### config.mk
export PLATFORM = sky130hd
export DESIGN_NAME = ahb2apb_nslave26_flat
export DESIGN_NICKNAME = d
export VERILOG_FILES = /design/src/rtl/ahb2apb_nslave26_if.sv /design/src/rtl/ahb2apb_nslave26.sv /design/src/flat_wrapper.sv
export SDC_FILE = /design/constraint.sdc
export NUM_CORES = 1
export LEC_CHECK = 0
export CAP_MARGIN = 20
export CORE_AREA = 4 4 174 176
export CTS_BUF_LIST = sky130_fd_sc_hd__clkbuf_4
export DETAILED_ROUTE_END_ITERATION = 10
export DIE_AREA = 0 0 178 180
export GPL_ROUTABILITY_DRIVEN = 0
export PLACE_DENSITY = 0.61
export SYNTH_ARGS = -nofsm -noshare
export SYNTH_HDL_FRONTEND = slang
export SYNTH_SLANG_ARGS = --single-unit
### constraint.sdc
create_clock -name hclk26 -period 7.4 [get_ports hclk26]
set_clock_uncertainty 0.1 [all_clocks]
set_input_delay 1.48 -clock hclk26 [delete_from_list [all_inputs] [get_ports hclk26]]
set_output_delay 1.48 -clock hclk26 [all_outputs]
set_load 0.05 [all_outputs]
### src/rtl/ahb2apb_nslave26_if.sv
// Bus bundle for the AHB-lite to APB bridge: AHB slave-side signals plus the
// APB master-side fan-out to NUM_SLAVES peripherals.
interface ahb2apb_nslave26_if #(
   parameter int NUM_SLAVES = 8,
   parameter int DATA_WIDTH = 32
);
   logic                             hsel26;
   logic [31:0]                      haddr26;
   logic [1:0]                       htrans26;
   logic                             hwrite26;
   logic [DATA_WIDTH-1:0]            hwdata26;
   logic                             hready_in26;
   logic [DATA_WIDTH-1:0]            hrdata26;
   logic                             hready26;
   logic [1:0]                       hresp26;
   logic [31:0]                      paddr26;
   logic                             pwrite26;
   logic                             penable26;
   logic [DATA_WIDTH-1:0]            pwdata26;
   logic [NUM_SLAVES-1:0]            psel26;
   logic [NUM_SLAVES*DATA_WIDTH-1:0] prdata26;
   logic [NUM_SLAVES-1:0]            pready26;
   logic [NUM_SLAVES-1:0]            pslverr26;
   logic                             timeout26;

   // bridge view
   modport slave (
      input  hsel26, haddr26, htrans26, hwrite26, hwdata26, hready_in26,
      input  prdata26, pready26, pslverr26,
      output hrdata26, hready26, hresp26,
      output paddr26, pwrite26, penable26, pwdata26, psel26, timeout26
   );

   // environment view: AHB master plus the APB peripherals
   modport master (
      output hsel26, haddr26, htrans26, hwrite26, hwdata26, hready_in26,
      output prdata26, pready26, pslverr26,
      input  hrdata26, hready26, hresp26,
      input  paddr26, pwrite26, penable26, pwdata26, psel26, timeout26
   );
endinterface

### src/rtl/ahb2apb_nslave26.sv
// AHB-lite to APB bridge with NUM_SLAVES equal windows, PSLVERR propagation,
// ACCESS wait-state timeout and ERROR response for unmapped addresses.
//
// state   | meaning
// --------+-------------------------------------------------------------
// IDLE    | hready high, waiting for a NONSEQ/SEQ address phase
// CAPTURE | latch write data, APB address already registered
// SETUP   | psel high, penable low, timeout counter cleared
// ACCESS  | psel+penable high, waiting for pready or timeout
// ERR1    | first ERROR cycle, hready low
// ERR2    | second ERROR cycle, hready high, no new accept
module ahb2apb_nslave26 #(
   parameter int          NUM_SLAVES     = 8,
   parameter logic [31:0] BASE_ADDR      = 32'h00A0_0000,
   parameter int          WIN_LOG2       = 16,
   parameter int          DATA_WIDTH     = 32,
   parameter int          TIMEOUT_CYCLES = 255
) (
   input  logic               hclk26,
   input  logic               hreset26,
   ahb2apb_nslave26_if.slave  bus
);

   localparam int          IDXW     = (NUM_SLAVES > 1) ? $clog2(NUM_SLAVES) : 1;
   localparam logic [31:0] WIN_MASK = 32'((64'd1 << WIN_LOG2) - 64'd1);

   typedef enum logic [2:0] {
      S_IDLE, S_CAPTURE, S_SETUP, S_ACCESS, S_ERR1, S_ERR2
   } state_t;

   state_t                state_q, state_d;
   logic [IDXW-1:0]       idx_q, idx_d;
   logic                  pwrite_q, pwrite_d;
   logic [31:0]           paddr_q, paddr_d;
   logic [DATA_WIDTH-1:0] pwdata_q, pwdata_d;
   logic [DATA_WIDTH-1:0] hrdata_q, hrdata_d;
   logic [15:0]           cnt_q, cnt_d;
   logic                  timeout_q, timeout_d;

   logic [31:0]           offset;
   logic [31:0]           win_idx;
   logic                  in_range;
   logic                  accept;
   logic                  sel_ready;
   logic                  sel_err;
   logic [DATA_WIDTH-1:0] sel_rdata;
   logic                  tmo_hit;

   assign offset    = bus.haddr26 - BASE_ADDR;
   assign win_idx   = offset >> WIN_LOG2;
   assign in_range  = (bus.haddr26 >= BASE_ADDR) && (win_idx < 32'(NUM_SLAVES));
   assign accept    = bus.hsel26 && bus.hready_in26 && bus.htrans26[1] && (state_q == S_IDLE);

   // only the selected slave's handshake is ever looked at
   assign sel_ready = bus.pready26[idx_q];
   assign sel_err   = bus.pslverr26[idx_q];
   assign sel_rdata = bus.prdata26[idx_q*DATA_WIDTH +: DATA_WIDTH];
   assign tmo_hit   = (TIMEOUT_CYCLES != 0) && (cnt_q == 16'(TIMEOUT_CYCLES)) && !sel_ready;

   always_ff @(posedge hclk26 or posedge hreset26) begin
      if (hreset26) begin
         state_q   <= S_IDLE;
         idx_q     <= '0;
         pwrite_q  <= 1'b0;
         paddr_q   <= '0;
         pwdata_q  <= '0;
         hrdata_q  <= '0;
         cnt_q     <= '0;
         timeout_q <= 1'b0;
      end else begin
         state_q   <= state_d;
         idx_q     <= idx_d;
         pwrite_q  <= pwrite_d;
         paddr_q   <= paddr_d;
         pwdata_q  <= pwdata_d;
         hrdata_q  <= hrdata_d;
         cnt_q     <= cnt_d;
         timeout_q <= timeout_d;
      end
   end

   always_comb begin
      state_d   = state_q;
      idx_d     = idx_q;
      pwrite_d  = pwrite_q;
      paddr_d   = paddr_q;
      pwdata_d  = pwdata_q;
      hrdata_d  = hrdata_q;
      cnt_d     = cnt_q;
      timeout_d = 1'b0;
      unique case (state_q)
         S_IDLE: begin
            if (accept) begin
               if (in_range) begin
                  idx_d    = IDXW'(win_idx);
                  paddr_d  = offset & WIN_MASK;
                  pwrite_d = bus.hwrite26;
                  state_d  = S_CAPTURE;
               end else begin
                  state_d  = S_ERR1;
               end
            end
         end
         S_CAPTURE: begin
            if (pwrite_q) pwdata_d = bus.hwdata26;
            state_d = S_SETUP;
         end
         S_SETUP: begin
            cnt_d   = '0;
            state_d = S_ACCESS;
         end
         S_ACCESS: begin
            cnt_d = cnt_q + 16'd1;
            if (sel_ready) begin
               if (sel_err) begin
                  state_d = S_ERR1;
               end else begin
                  if (!pwrite_q) hrdata_d = sel_rdata;
                  state_d = S_IDLE;
               end
            end else if (tmo_hit) begin
               timeout_d = 1'b1;
               state_d   = S_ERR1;
            end
         end
         S_ERR1:  state_d = S_ERR2;
         S_ERR2:  state_d = S_IDLE;
         default: state_d = S_IDLE;
      endcase
   end

   assign bus.hready26  = (state_q == S_IDLE) || (state_q == S_ERR2);
   assign bus.hresp26   = ((state_q == S_ERR1) || (state_q == S_ERR2)) ? 2'b01 : 2'b00;
   assign bus.hrdata26  = hrdata_q;
   assign bus.paddr26   = paddr_q;
   assign bus.pwrite26  = pwrite_q;
   assign bus.pwdata26  = pwdata_q;
   assign bus.penable26 = (state_q == S_ACCESS);
   assign bus.psel26    = ((state_q == S_SETUP) || (state_q == S_ACCESS))
                          ? (NUM_SLAVES'(1) << idx_q) : '0;
   assign bus.timeout26 = timeout_q;

endmodule

### src/flat_wrapper.sv
// flat-port wrapper written by rule: the top's interface ports become plain ports
module ahb2apb_nslave26_flat 
#(
   parameter int          NUM_SLAVES     = 8,
   parameter logic [31:0] BASE_ADDR      = 32'h00A0_0000,
   parameter int          WIN_LOG2       = 16,
   parameter int          DATA_WIDTH     = 32,
   parameter int          TIMEOUT_CYCLES = 255
)
  (hclk26, hreset26, bus_hsel26, bus_haddr26, bus_htrans26, bus_hwrite26, bus_hwdata26, bus_hready_in26, bus_prdata26, bus_pready26, bus_pslverr26, bus_hrdata26, bus_hready26, bus_hresp26, bus_paddr26, bus_pwrite26, bus_penable26, bus_pwdata26, bus_psel26, bus_timeout26);
  ahb2apb_nslave26_if #(.NUM_SLAVES(NUM_SLAVES), .DATA_WIDTH(DATA_WIDTH)) bus_i ();
  input  logic hclk26;
  input  logic hreset26;
  input wire logic [$bits(bus_i.hsel26)-1:0] bus_hsel26;
  input wire logic [$bits(bus_i.haddr26)-1:0] bus_haddr26;
  input wire logic [$bits(bus_i.htrans26)-1:0] bus_htrans26;
  input wire logic [$bits(bus_i.hwrite26)-1:0] bus_hwrite26;
  input wire logic [$bits(bus_i.hwdata26)-1:0] bus_hwdata26;
  input wire logic [$bits(bus_i.hready_in26)-1:0] bus_hready_in26;
  input wire logic [$bits(bus_i.prdata26)-1:0] bus_prdata26;
  input wire logic [$bits(bus_i.pready26)-1:0] bus_pready26;
  input wire logic [$bits(bus_i.pslverr26)-1:0] bus_pslverr26;
  output wire logic [$bits(bus_i.hrdata26)-1:0] bus_hrdata26;
  output wire logic [$bits(bus_i.hready26)-1:0] bus_hready26;
  output wire logic [$bits(bus_i.hresp26)-1:0] bus_hresp26;
  output wire logic [$bits(bus_i.paddr26)-1:0] bus_paddr26;
  output wire logic [$bits(bus_i.pwrite26)-1:0] bus_pwrite26;
  output wire logic [$bits(bus_i.penable26)-1:0] bus_penable26;
  output wire logic [$bits(bus_i.pwdata26)-1:0] bus_pwdata26;
  output wire logic [$bits(bus_i.psel26)-1:0] bus_psel26;
  output wire logic [$bits(bus_i.timeout26)-1:0] bus_timeout26;
  assign bus_i.hsel26 = bus_hsel26;
  assign bus_i.haddr26 = bus_haddr26;
  assign bus_i.htrans26 = bus_htrans26;
  assign bus_i.hwrite26 = bus_hwrite26;
  assign bus_i.hwdata26 = bus_hwdata26;
  assign bus_i.hready_in26 = bus_hready_in26;
  assign bus_i.prdata26 = bus_prdata26;
  assign bus_i.pready26 = bus_pready26;
  assign bus_i.pslverr26 = bus_pslverr26;
  assign bus_hrdata26 = bus_i.hrdata26;
  assign bus_hready26 = bus_i.hready26;
  assign bus_hresp26 = bus_i.hresp26;
  assign bus_paddr26 = bus_i.paddr26;
  assign bus_pwrite26 = bus_i.pwrite26;
  assign bus_penable26 = bus_i.penable26;
  assign bus_pwdata26 = bus_i.pwdata26;
  assign bus_psel26 = bus_i.psel26;
  assign bus_timeout26 = bus_i.timeout26;
  ahb2apb_nslave26 #(.NUM_SLAVES(NUM_SLAVES), .BASE_ADDR(BASE_ADDR), .WIN_LOG2(WIN_LOG2), .DATA_WIDTH(DATA_WIDTH), .TIMEOUT_CYCLES(TIMEOUT_CYCLES)) u_core (.hclk26(hclk26), .hreset26(hreset26), .bus(bus_i));
endmodule
After elaboration in Yosys (flattened, before gate mapping) --
Cells that the tools add are included. W data, S select, Z words.
Storage, ports and cells: register bits after elaboration 104, bits in latches 0, memory bits (writable) 0, bits in read-only memories 0, input bits 343, output and inout bits 110, word-level logic and storage cells 56, memories 0
Operators by class: add/subtract/negate cells 2, multipliers 0, divide/modulo/power cells 0, $lt $le $gt $ge 3, eq/ne operators 8, shift-type cells 2, mux-type cells 16, bitwise operators 2, reduce and logical (&&, ||, !) cells 15
Operators with widths (count):
- $shiftx A256 B9 Y32 | 1
- $ge A32 B24 Y1 const B | 1
- $pmux W16 S2 | 1
- $sub A32 B24 Y32 const B | 1
- $add A16 B1 Y16 const B | 1
- $eq A16 B8 Y1 const B | 1
- $lt A16 B4 Y1 const B | 1
- $mux W3 | 5
- $pmux W3 S5 | 1
- $mux W8 | 1
- $shl A1 B3 Y8 const A | 1
- $bmux W1 S3 | 2
- $eq A3 B2 Y1 const B | 2
- $eq A3 B3 Y1 const B | 2
- $mux W1 | 6
- $logic_and A1 B1 Y1 | 5
- $lt A3 B4 Y1 const B | 1
- $reduce_and A2 Y1 | 2
- $reduce_and A4 Y1 | 1
- $eq A3 B1 Y1 const B | 1
- $logic_not A3 Y1 | 1
- $logic_or A1 B1 Y1 | 3
- $ne A3 B1 Y1 const B | 1
- $reduce_and A3 Y1 | 1
- 4 further kinds | 5

Depth between registers and ports, before layout --
Gate-level depths: netlist of the first run.
word-level depth 7, mapped depth 7, mapped depth without buffers 6

Least setup slack after synthesis of the first run --
No wires, ideal clock.
path type flip-flop to output port, start point register u_core.state_q[2], end point output port bus_psel26[0], arrival 2.591 ns, data required time 5.820 ns, path slack 3.229 ns, cell stages (with the launch flop) 6, path buffers 3, path through dfrtp_1 -> clkbuf_1 -> nand2b_1 -> clkbuf_1 -> clkbuf_1 -> nor4_1
Between the ends: longest elaborated chain between the ends 3, elaborated cells on any way between the ends 4, those cells by class eq/ne (2); mux (1); reduce/logical (1)
RTL lines:
- start: declaration | line ahb2apb_nslave26.sv:31 | state_t state_q, state_d;
- start signal: assignment | line ahb2apb_nslave26.sv:71 | state_q <= state_d;
- $eq A3 B2 Y1 | line ahb2apb_nslave26.sv:139 | assign bus.psel26 = ((state_q == S_SETUP) || (state_q == S_ACCESS))
- $logic_or A1 B1 Y1 (*) | line ahb2apb_nslave26.sv:139
- $mux W8 (*) | line ahb2apb_nslave26.sv:140 | ? (NUM_SLAVES'(1) << idx_q) : '0;
- end: declaration | line flat_wrapper.sv:30 | output wire logic [$bits(bus_i.psel26)-1:0] bus_psel26;
Mark *: on every way between the ends. The rest lies on a longest branch, timed or not.

Final worst setup path of the first run --
start point register u_core.idx_q[2], end point output port bus_psel26[4]
Between the ends: longest elaborated chain between the ends 2
RTL lines:
- start: declaration | line ahb2apb_nslave26.sv:32 | logic [IDXW-1:0] idx_q, idx_d;
- start signal: assignment | line ahb2apb_nslave26.sv:72 | idx_q <= idx_d;
- $shl A1 B3 Y8 | line ahb2apb_nslave26.sv:140
- $mux W8 | line ahb2apb_nslave26.sv:140
No other way between the ends.

==> flow_summary.ini, run 1 <==
[synth]
synthCells = 508
avgSynthCellArea_um2 = 13.1
synthAdderAreaFrac = 0.00377
yosys.cell_types.count = 46
synth_compound_area_frac = 0.0648
synth-edff-count = 0
synth_xor_area_frac = 0.00132
synth.area.mux_share = 0.386
netlist_area_um2 = 6640
async_flop_share = 1.00
ys_seq_area_frac = 0.392
synth_top_family_by_area = multiplexers
synth-main-ff-cell = dfrtp_1
yosysWarnings = 0
synth_simple_gate_area_frac = 0.0952
ys_ff_latch = 104

[route]
drtIter0Drc = 240
wl_um = 25600
wl_per_cell_um = 19.5
via_per_inst = 4.44
num_vias = 5825
ant_nets = 0
drc = 0
first_pass_iters = 4

[clock_tree]
numCtsBuffers = 9
cts-root-buf = clkbuf_4
cts_resized = 0
tritoncts = yes
hold_buffers = 0
clock_latency_ns = 0.48
cts_max_level = 3
cts_max_path_buffers = 2
postCtsSetupBuffers = 0
cts.sinks = 104
clk_pin_slew_ns = 0.19

[sta]
hold_viol = 0
drv_slew = 0
fin_crit_sh = 0.633
min_period_ns = 4.69
grt_setup_unrepaired = false
fin_tns_setup_ns = 0
tightest_slew_ns = 0.820
setup_viol = 0
fmax_mhz = 213
maxSlewHeadroom = 0.453

[run]
cap_viol_max_count = 0

[power_and_ir_drop]
p_total_uw = 2170
p_sw_uw = 962
internal_power_uw = 1210
swShare = 0.443
peakVddDrop_uv = 126
clkPwrFrac = 0.136
leakage_uw = 0.00433
p_per_area_nw_per_um2 = 190
seq_power_share = 0.354
comb_power_share = 0.510

[critical_path]
r2r-start = u_core.idx_q[1]$_DFFE_PP0P_
cp.required_ns = 5.82
cp-start-kind = flop
ff2ff_path_depth = 7
r2r-end = u_core.bus.hrdata26[30]$_DFFE_PP0P_
setup.worst_path.class = reg2out
critPathCaptureType = output pin
worst-r2r-setup-slack_ns = 4.26
crit_fanout = 31
critPathArrivalTime_ns = 3.11

[status]
status = finished, final reports clean

[cells_and_area]
multiInputGateArea_um2 = 3730
final_common_cell = clkdlybuf4s50_1
seqCellArea_um2 = 2610
final_cell_mix = clkdlybuf4s50_1, dfrtp_1, mux4_2, mux2_1, mux2i_1
area_delta_synth_final_pct = 71.9
drive_gt1_frac = 0.173
finalNetCount = 1266
nFillCells = 2740

[global_route]
grt_pass1_vias = 6185
grt-ovfl-total = 0
grtUsageTotal = 0.153
grt_max_degree = 60
grt_first_pass_wirelength_um = 37500
antenna_found_initial = 5

[floorplanning]
io_pins = 453
die_h_um = 180
fp-row-count = 62
initial_core_util = 0.232
coreArea_um2 = 28600
die_area_um2 = 32000
die_w_um = 178

[min_path]
hold_depth = 1
worstHoldStart = u_core.bus.paddr26[9]$_DFFE_PP0P_
holdPathEnd = u_core.bus.paddr26[9]$_DFFE_PP0P_
hp-class = reg2reg

[placement]
place_hpwl_um = 20900
io_buffer_count = 434
[power groups by stage]
| stage | clock (uW) | combinational, uW | sequential (uW) |
|---|---|---|---|
| floorplan | 0 | 368 | 1060 |
| global placement | 0 | 1110 | 772 |
| detailed placement | 0 | 1120 | 777 |
| CTS | 322 | 1120 | 768 |
| global route | 339 | 1170 | 784 |
| finish | 296 | 1110 | 767 |
[through the flow]
step / hold slack, ns / cell area [um^2] / util / setup slack, ns / std cells
after CTS: 0.412 / 11400 / 0.397 / 2.61 / 1309
after detailed placement: 0.374 / 11200 / 0.393 / 3.06 / 1293
final: 0.404 / 11400 / 0.399 / 2.71 / 1313
after global routing: 0.427 / 11400 / 0.399 / 2.55 / 1313
after global placement: 0.366 / 11200 / 0.393 / 3.11 / 1293
after floorplan: 0.340 / 6700 / - / 3.09 / 524
[final cells by class]
cell class,instances,share of cell area
diodes,3,0.000658
clock buffers,9,0.00592
clock inverters,7,0.00559
inverters,5,0.00186
multi-input cells,358,0.327
flip-flops and latches,104,0.229
well taps,384,0.0421
repair buffers,443,0.388
[registers in the layout, indices dropped and copies added, names as in the netlist]
| name | flops |
|---|---|
| u_core.cnt_q | 16 |
| u_core.bus.pwdata26 | 32 |
| u_core.bus.pwrite26 | 1 |
| u_core.bus.timeout26 | 1 |
| u_core.idx_q | 3 |
| u_core.bus.hrdata26 | 32 |
| u_core.state_q | 3 |
| u_core.bus.paddr26 | 16 |
[worst max-delay path by stage]
| stage | startpoint | end | slack [ns] | cells past startpoint |
|---|---|---|---|---|
| floorplan | hreset26 | u_core.bus.hrdata26[0]$_DFFE_PP0P_ | 3.09 | 1 |
| global placement | bus_pslverr26[7] | u_core.bus.hrdata26[30]$_DFFE_PP0P_ | 3.11 | 7 |
| detailed placement | bus_haddr26[21] | u_core.bus.paddr26[11]$_DFFE_PP0P_ | 3.06 | 7 |
| CTS | u_core.idx_q[2]$_DFFE_PP0P_ | bus_psel26[4] | 2.61 | 4 |
| global route | u_core.idx_q[2]$_DFFE_PP0P_ | bus_psel26[4] | 2.55 | 4 |
| finish | u_core.idx_q[2]$_DFFE_PP0P_ | bus_psel26[4] | 2.71 | 4 |
[critical path: stages, from the launching register on]
cell and delay (ns):
dfrtp_2 0.72, buf_4 0.57, nand2_1 0.24, nor3_1 0.19, clkdlybuf4s50_1 0.83
[synth_stat cells (4+ instances only)]
library cell | n | area [um^2]
nor2_2 | 28 | 175
nand3_1 | 8 | 40.0
nor4_1 | 4 | 25.0
nor3_1 | 11 | 55.1
nand2_1 | 20 | 75.1
mux2i_1 | 45 | 450
buf_4 | 17 | 128
a21oi_2 | 28 | 245
o21ai_0 | 4 | 20.0
clkbuf_1 | 15 | 56.3
nand4_1 | 4 | 25.0
o21ai_1 | 9 | 45.0
buf_2 | 9 | 45.0
and3_1 | 8 | 50.1
mux2_1 | 50 | 563
buf_1 | 6 | 22.5
dfrtp_1 | 104 | 2600
a21oi_1 | 9 | 45.0
nor2_1 | 16 | 60.1
mux4_2 | 67 | 1510
buf_6 | 7 | 78.8
[logic make-up after synthesis]
family / Yosys count
buffers and inverters: 62
and+or+nand+nor: 114
xor gates and xnor gates: 1
adders and majority gates: 2
other: 1
muxes: 165
DFF: 104
AOI/OAI and AO/OA: 59
[routing by layer]
layer  global-route usage  up-vias  part of all wire
met5                    0        -           0.00082
met1                0.175     2812              0.37
met4               0.0415        4             0.019
met2                0.276      260              0.52
li1                     -     2721                 -
met3               0.0447       28             0.087
No activity file was read; power rests on OpenSTA's default activity.
==> inputs of run 2 (changes only) <==
- CORE_AREA: 4 4 174 176 -> 4 4 175 177
- DIE_AREA: 0 0 178 180 -> 0 0 179 181
- PLACE_DENSITY: 0.61 -> 0.63
- clock period: 7.4 -> 3.9 ns (I/O delays scaled with it)
==> flow_summary.ini, run 2 (synthesis gave the netlist of run 1 again) <==
[status]
status = finished, final reports clean

[critical_path]
critPathArrivalTime_ns = 2.62
cp.required_ns = 3.02
crit_fanout = 12
r2r-start = u_core.idx_q[1]$_DFFE_PP0P_
worst-r2r-setup-slack_ns = 1.43
setup.worst_path.class = reg2out
r2r-end = u_core.bus.hrdata26[13]$_DFFE_PP0P_
critPathCaptureType = output pin
cp-start-kind = flop
ff2ff_path_depth = 6

[clock_tree]
postCtsSetupBuffers = 0
clock_latency_ns = 0.49
cts_max_path_buffers = 2
cts.sinks = 104
tritoncts = yes
hold_buffers = 0
cts-root-buf = clkbuf_4
numCtsBuffers = 9
clk_pin_slew_ns = 0.19
cts_resized = 0
cts_max_level = 3

[sta]
fin_hold_ws_ns = 0.384
min_period_ns = 3.50
fin_crit_sh = 0.898
tightest_slew_ns = 0.955
grt_setup_unrepaired = false
maxSlewHeadroom = 0.364
setup_viol = 0
drv_slew = 0
hold_viol = 0
fmax_mhz = 285
fin_tns_setup_ns = 0

[power_and_ir_drop]
p_per_area_nw_per_um2 = 366
clkPwrFrac = 0.154
internal_power_uw = 2370
seq_power_share = 0.346
peakVddDrop_uv = 176
swShare = 0.437
p_sw_uw = 1840
comb_power_share = 0.500
leakage_uw = 0.00436

[floorplanning]
coreArea_um2 = 29200
die_w_um = 179
die_area_um2 = 32400
fp-row-count = 63
io_pins = 453
initial_core_util = 0.227
die_h_um = 181

[global_route]
grtUsageTotal = 0.149
grt-ovfl-total = 0
grt_max_degree = 66
antenna_found_initial = 5
grt_first_pass_wirelength_um = 36600
grt_pass1_vias = 6223

[route]
num_vias = 5918
wl_per_cell_um = 19.2
ant_nets = 0
drc = 0
drtIter0Drc = 256
wl_um = 25300
first_pass_iters = 4
via_per_inst = 4.49

[cells_and_area]
finalNetCount = 1268
area_delta_synth_final_pct = 72.7
final_common_cell = clkdlybuf4s50_1
final_cell_mix = clkdlybuf4s50_1, dfrtp_1, mux4_2, mux2_1, mux2i_1
drive_gt1_frac = 0.176

[min_path]
worstHoldStart = u_core.cnt_q[15]$_DFFE_PP0P_
hold_depth = 1
holdPathEnd = u_core.cnt_q[15]$_DFFE_PP0P_
hp-class = reg2reg

[placement]
io_buffer_count = 434
place_hpwl_um = 20600

[run]
cap_viol_max_count = 0
==> run 2: layer usage <==
metal	GRT usage	part of all wire	vias to the layer above
met2	0.271	0.52	242
met4	0.0390	0.017	8
li1	-	-	2730
met5	0	0.0019	-
met3	0.0450	0.086	34
met1	0.167	0.37	2904
==> run 2: worst max path at each step <==
stage | from | end | slack (ns) | cells after the start
after floorplan | hreset26 | u_core.bus.hrdata26[0]$_DFFE_PP0P_ | 0.29 | 1
after global placement | bus_haddr26[21] | u_core.bus.paddr26[3]$_DFFE_PP0P_ | 0.78 | 8
after detailed placement | bus_pslverr26[4] | u_core.bus.hrdata26[11]$_DFFE_PP0P_ | 0.75 | 7
after CTS | u_core.state_q[1]$_DFFE_PP0P_ | bus_psel26[4] | 0.30 | 4
after global routing | u_core.state_q[1]$_DFFE_PP0P_ | bus_psel26[4] | 0.22 | 4
final | u_core.state_q[1]$_DFFE_PP0P_ | bus_psel26[4] | 0.40 | 4
==> run 2: area by class of cell <==
type	count	area, um^2
Clock inverter	7	93.8
Antenna cell	1	2.50
Inverter	5	21.3
Clock buffer	9	67.6
Sequential cell	104	2610
Fill cell	2847	17800
Tap cell	390	488
Multi-Input combinational cell	358	3730
Timing Repair Buffer	445	4450
==> run 2: worst max-delay path: stages, from the launching register on <==
cell	delay (ns)
dfrtp_1	0.60
nor2b_1	0.30
nand2_1	0.17
nor3_1	0.18
clkdlybuf4s50_1	0.87
==> run 2: power groups by stage <==
stage	clock, uW	sequential (uW)	combinational [uW]
after floorplan	0	2010	698
after global placement	0	1470	2100
after detailed placement	0	1470	2120
after CTS	693	1450	2130
after global routing	726	1480	2220
final	649	1450	2100
==> run 2: stage by stage <==
step                      utilization  setup WS, ns  instances  cell area, um^2  total power (uW)
after floorplan                     -         0.288        524             6700              2710
after global placement          0.386         0.780       1302            11300              3570
after detailed placement        0.386         0.748       1302            11300              3590
after CTS                       0.392         0.300       1318            11500              4270
after global routing            0.392         0.221       1319            11500              4430
final                           0.392         0.397       1319            11500              4200
